## config.mk

```make
export PLATFORM = sky130hd
export DESIGN_NAME = fir_decim_avg
export DESIGN_NICKNAME = d
export VERILOG_FILES = /design/src/rtl/fir_decim_avg.sv
export SDC_FILE = /design/constraint.sdc
export NUM_CORES = 1
export LEC_CHECK = 0
export CAP_MARGIN = 40
export CORE_UTILIZATION = 32
export DETAILED_ROUTE_END_ITERATION = 10
export HOLD_SLACK_MARGIN = 0.06
export PLACE_DENSITY = 0.45
export SYNTH_ARGS = -nofsm -noshare
export SYNTH_HDL_FRONTEND = slang
export SYNTH_SLANG_ARGS = --single-unit
```

## constraint.sdc

```tcl
create_clock -name clk -period 5.6 [get_ports clk]
set_input_delay 0.84 -clock clk [delete_from_list [all_inputs] [get_ports clk]]
set_output_delay 0.84 -clock clk [all_outputs]
set_load 0.01 [all_outputs]
```

## src/rtl/fir_decim_avg.sv

```systemverilog
// fir_decim_avg: integrate-and-dump decimator with round/shift/saturate into a small valid/ready FIFO.
// Ports: clk, rst (sync active-high), clr (window + overflow clear), in_valid/in_data (signed samples, never stalled),
//        out_valid/out_ready/out_data (FIFO head), level (occupancy), overflow (sticky dropped-result flag).
module fir_decim_avg #(
  parameter int IN_WIDTH  = 9,
  parameter int OUT_WIDTH = 9,
  parameter int DECIM     = 4,
  parameter int SHIFT     = 2,
  parameter int DEPTH     = 4
) (
  input  logic                        clk,
  input  logic                        rst,
  input  logic                        clr,
  input  logic                        in_valid,
  input  logic signed [IN_WIDTH-1:0]  in_data,
  output logic                        out_valid,
  input  logic                        out_ready,
  output logic signed [OUT_WIDTH-1:0] out_data,
  output logic [$clog2(DEPTH):0]      level,
  output logic                        overflow
);
  localparam int ACC_W = IN_WIDTH + $clog2(DECIM);
  localparam int SW = ACC_W + 1;
  localparam int XW = (SW > OUT_WIDTH ? SW : OUT_WIDTH) + 1;
  localparam int PW = DECIM > 1 ? $clog2(DECIM) : 1;
  localparam int AW = $clog2(DEPTH);
  localparam logic signed [SW-1:0] RND = SHIFT > 0 ? SW'(1) << (SHIFT > 0 ? SHIFT - 1 : 0) : '0;
  localparam logic signed [XW-1:0] SMAX = XW'((1 << (OUT_WIDTH - 1)) - 1);
  localparam logic signed [XW-1:0] SMIN = -SMAX - XW'(1);
  logic signed [ACC_W-1:0] acc;
  logic [PW-1:0] phase;
  logic signed [SW-1:0] sum, rounded;
  logic signed [XW-1:0] wide;
  logic signed [OUT_WIDTH-1:0] result;
  logic signed [OUT_WIDTH-1:0] mem [DEPTH];
  logic [AW-1:0] rd_ptr, wr_ptr;
  logic dump, pop, full, push, drop;
  always_comb begin
    dump = in_valid & ~clr & (phase == PW'(DECIM - 1));
    sum = SW'(acc) + SW'(in_data);
    rounded = (sum + RND) >>> SHIFT;
    wide = XW'(rounded);
    result = wide > SMAX ? SMAX[OUT_WIDTH-1:0] : wide < SMIN ? SMIN[OUT_WIDTH-1:0] : wide[OUT_WIDTH-1:0];
    out_valid = level != '0;
    out_data = mem[rd_ptr];
    pop = out_valid & out_ready;
    full = level == (AW+1)'(DEPTH);
    // a full FIFO still takes the new result when the head leaves in the same cycle
    push = dump & (~full | pop);
    drop = dump & full & ~pop;
  end
  always_ff @(posedge clk) begin
    if (rst) begin
      acc <= '0;
      phase <= '0;
      rd_ptr <= '0;
      wr_ptr <= '0;
      level <= '0;
      overflow <= 1'b0;
      for (int i = 0; i < DEPTH; i++) mem[i] <= '0;
    end else begin
      if (clr) begin
        acc <= '0;
        phase <= '0;
        overflow <= 1'b0;
      end else if (in_valid) begin
        acc <= dump ? '0 : acc + ACC_W'(in_data);
        phase <= dump ? '0 : phase + 1'b1;
      end
      if (push) begin
        mem[wr_ptr] <= result;
        wr_ptr <= wr_ptr + 1'b1;
      end
      if (pop) rd_ptr <= rd_ptr + 1'b1;
      level <= level + (AW+1)'(push) - (AW+1)'(pop);
      if (drop) overflow <= 1'b1;
    end
  end
endmodule

```

* Word-level counts from Yosys, hierarchy flattened *
Memories as Yosys holds them, arrays and structs flattened. A register that Yosys moved wholly into a read port is not among the register bits.
Index checks and enable logic that the tools add are counted.

word-level totals
  input bits = 14
  output and inout port bits = 14
  memories = 1
  word-level logic and storage cells = 49
  memory bits (writable) = 36
  register bits = 21

memory list
  name  words  width  rd ports  clocked after Yosys merged registers in  wr ports  RTL line  text
  mem   4      9      1         1                                        4         35        logic signed [OUT_WIDTH-1:0] mem [DEPTH];

cells by class
  add/subtract/negate cells = 8
  equal/unequal tests = 2
  muxes and demuxes = 16
  magnitude comparators = 2
  bitwise logic cells = 10
  reductions and logical operators = 4

operator list
  kind                                                                            count
  9-bit 2-to-1 mux                                                                3
  11-bit by 9-bit adder with 12-bit output                                        1
  12-bit by 3-bit adder with 12-bit output (second input constant)                1
  11-bit adder                                                                    1
  11-bit 2-to-1 mux                                                               1
  10-bit by 9-bit > comparator with 1-bit output (second input constant)          1
  10-bit by 9-bit less-than comparator with 1-bit output (second input constant)  1
  9-bit OR reduction                                                              1
  1-bit 2-to-1 mux                                                                8
  2-bit 2-to-1 mux                                                                4
  2-bit by 1-bit adder with 2-bit output (second input constant)                  3
  1-bit bitwise AND                                                               6
  3-bit by 1-bit adder with 3-bit output                                          1
  3-bit == test (second input constant)                                           1
  1-bit inverter                                                                  3
  3-bit nonzero test                                                              1
  3-bit by 1-bit subtractor with 3-bit output                                     1
  2-bit == test (second input constant)                                           1
  2-bit nonzero test                                                              1
  2-bit OR reduction                                                              1
  1-bit OR                                                                        1

* Depth between registers and ports, before layout *
  depth after elaboration = 9
  depth in mapped cells = 12
  mapped depth without buffers = 12

* Worst setup path after synthesis *
OpenSTA, ideal clock, no wires.

  path type = input-to-reg
  start point = input port in_data[2]
  end point = memory mem[0][1] (data pin)
  setup slack = 2.347 ns
  arrival = 2.988 ns
  setup time = 0.265 ns
  cell stages on the path = 10
  data required time = 5.335 ns
  cells stage by stage = ha_1 inv_1 fa_1 nor4bb_2 o311ai_4 nand2_2 a221oi_4 xor2_4 maj3_2 nor2_1

RTL lines
  element             RTL line  text
  start: declaration  15        input logic signed [IN_WIDTH-1:0] in_data,
  end: declaration    35

==> results_dict.tcl <==
set metrics [dict create \
    peakVddDrop_mv 0.143 \
    worst_pin_slew_ps 756 \
    synth-seq-cells 59 \
    avgSynthCellArea_sq_um 11.1 \
    crit_slowest_cell "clkdlybuf4s50_1" \
    core_area_sq_um 11000 \
    drtAntennaViolNets 0 \
    numPortBuffers 27 \
    p_total_uw 1500 \
    yosysUniqueCellTypes 57 \
    numCtsBuffers 9 \
    setup_viol_count_final 0 \
    leakagePower_uw 0.00170 \
    maxSlewViolCount 0 \
    grt_overflow 0 \
    post_cts_resized 0 \
    rsz0062_at_grt "false" \
    cp_cell_sequence "clkdlybuf4s50_1 > inv_1 > ha_1 > nor2_1 > fa_1 > nor2b_1 > nor4_4 > o31ai_4 > mux2i_4 > nor2_4 > maj3_2 > nor2_1" \
    synth-seq-area-share_pct 41.8 \
    hold_path_class "reg -> reg" \
    multi_input_area_sq_um 1990 \
    power.density_nw_per_um2 341 \
    crit_path_start_kind "input pin" \
    design.die.area_sq_um 11900 \
    post-route-min-period_ps 3650 \
    n_fill_cell 1085 \
    numClockSinks 59 \
    reg2regPathDepth 11 \
    wl_per_cell_microns 15.4 \
    grt_util_all_layers_pct 15.0 \
    area_delta_synth_final_pct 19.4 \
    layout_common_cells "58 x nor2_1, 36 x edfxtp_1, 27 x clkdlybuf4s50_1, 26 x inv_1" \
    fin_area_sq_um 4400 \
    drcViolationCount 0 \
    critPathArrivalTime_ps 3820 \
    setup_tns_ps 0 \
    drt-total-wl_mm 7.75 \
    drtIter0Drc 90 \
    regArea_sq_um 1540 \
    max_stage_delay_ps 480 \
    maxSlewHeadroom_pct 48.9 \
    maxCapViolCount 0 \
    post_cts_buffers 0 \
    holdPathStages 2 \
    min_from "acc[0]" \
    initial_core_util_pct 33.4 \
    io_pins 28 \
    worstReg2RegEnd "mem[3][2]" \
    required_ps 5770 \
    crit_path_end_kind "flip-flop" \
    max_freq_ghz 0.274 \
    place_ws_ps 1600 \
    path_max_fanout 8 \
    yosysWarnings 0 \
    mostFrequentLayoutCell "nor2_1" \
    drive_gt1_share_pct 14.6 \
    final_core_util_pct 39.9 \
    syn_nets 377 \
    clock_path_buffers 2 \
    vias_per_cell 4.83 \
    die_h_microns 109 \
    critPathKind "in -> reg" \
    first_pass_iters 4 \
    clk_pin_slew_worst_paths_ps 60 \
    cts_tree "done" \
    ff2ff_setup_slack_ps 2600 \
    grt_antenna_before_repair 0 \
    grt_pass1_vias 2512 \
    cpMostUsedCell "nor2_1" \
    fin_crit_sh_pct 65.1 \
    insertion_delay_ps 320 \
    vias 2429 \
    min_to "acc[0]" \
    r2r-start "acc[1]" \
    netlist_instances 332 \
    cts_max_level 3 \
    clockRootBuffer "clkbuf_16" \
    crit_family "adder cells" \
    ys.flop_type "edfxtp_1" \
    async_flop_share_pct 0 \
    gp_congestion 0.719 \
    antenna-diode-count 0 \
    synth-edff-count 36 \
    outcome "complete, no violations" \
    worstPathBufferInverterCount 2 \
    clock_skew_ps 6.08 \
    die_x_microns 109 \
    finalHoldViolCount 0 \
    grt_pass1_wl_mm 13.2 \
    netlist_area_sq_um 3680 \
    nets 403 \
    setup_ws_ps 1950 \
    dpl.hpwl_mm 5.79 \
    cts_hold_buf 0 \
    row_count 38 \
    grt_max_degree 16 \
    placed_area_sq_um 4070 \
]
through the flow:
stage               hold WS, ps  instances
global placement            456        487
finish                      467        503
CTS                         470        503
global route                491        503
floorplan                   442        332
detailed placement          462        487
final cells by class:
cell class / count / share of cell area [%]
repair buffers: 27 / 6.14
well taps: 140 / 3.98
multi-input cells: 235 / 45.2
inverters: 26 / 2.22
flip-flops and latches: 59 / 35.0
clock buffers: 9 / 5.12
clock inverters: 7 / 2.28
logic make-up (layout without fill, tap and decap cells):
family                     count (synthesis)  after routing  synth area share [%]
adders and majority gates                 39             39                  14.6
AOI/OAI and AO/OA                         39             39                  9.30
buffers and inverters                     38             69                  4.18
xor gates and xnor gates                  23             23                  6.18
DFF                                       59             59                  41.8
and+or+nand+nor                          119            119                  16.4
muxes                                     15             15                  7.54
worst register-to-register path: stages (launching register included):
cell	delay, ps
dfxtp_1	360
inv_1	90
ha_1	330
nor2_1	140
fa_1	230
nor2b_1	300
nor4_4	80
o31ai_4	300
mux2i_4	390
nor2_4	120
maj3_2	370
nor2_1	140
metal layers:
layer  global-route usage, %  vias to the layer above  wire length, microns
met5                       0                        -                     0
met4                    5.62                        0                   127
met3                    3.91                        9                   224
met2                    24.8                       45                  3710
met1                    18.7                     1145                  3690
li1                        -                     1230                     -
flip-flops by register name, indices dropped and copies added, names as in the netlist, named ones only:
name	cells
rd_ptr	2
phase	2
level	3
overflow	1
mem	36
wr_ptr	2
acc	11
worst max path at each step:
stage / to / depth (start not counted) / slack [ps] / start
finish: mem[3][2] / 12 / 1950 / in_data[1]
global route: mem[0][4] / 5 / 1730 / in_valid
CTS: mem[3][2] / 11 / 1950 / in_data[4]
detailed placement: mem[3][2] / 10 / 1600 / in_data[8]
global placement: mem[3][4] / 11 / 1610 / in_data[4]
floorplan: mem[0][1] / 10 / 2350 / in_data[2]
power breakdown:
part           internal, uW  switching, uW  leakage (uW)
combinational           198            169      0.000979
sequential              491           39.7      0.000559
clock                   392            212      0.000160
cells in the mapped netlist, types with 2 or more instances:
library cell / number / area (sq um)
nand3_1: 3 / 15.0
nand2_1: 14 / 52.6
nand3b_1: 2 / 15.0
xor2_1: 10 / 87.6
nand4b_1: 3 / 26.3
or3_1: 4 / 25.0
a41oi_1: 2 / 17.5
a31oi_1: 2 / 12.5
mux2_2: 2 / 22.5
buf_1: 2 / 7.51
a21oi_1: 7 / 35.0
nor2b_1: 5 / 31.3
xnor2_1: 11 / 96.3
nand2b_1: 6 / 37.5
nor2_1: 58 / 218
and2_1: 2 / 12.5
nand4_1: 2 / 12.5
nor3_1: 8 / 40.0
fa_1: 8 / 160
o211ai_1: 2 / 15.0
mux4_2: 9 / 203
dfxtp_1: 23 / 460
o21ai_0: 4 / 20.0
mux2i_1: 3 / 30.0
a22oi_1: 6 / 45.0
edfxtp_1: 36 / 1080
a31o_2: 3 / 26.3
ha_1: 23 / 288
inv_1: 26 / 97.6
clkbuf_1: 8 / 30.0
o21bai_1: 2 / 15.0
maj3_2: 8 / 90.1
o31ai_1: 2 / 15.0
a21o_1: 3 / 22.5
Power figures use the tool's default switching activity.
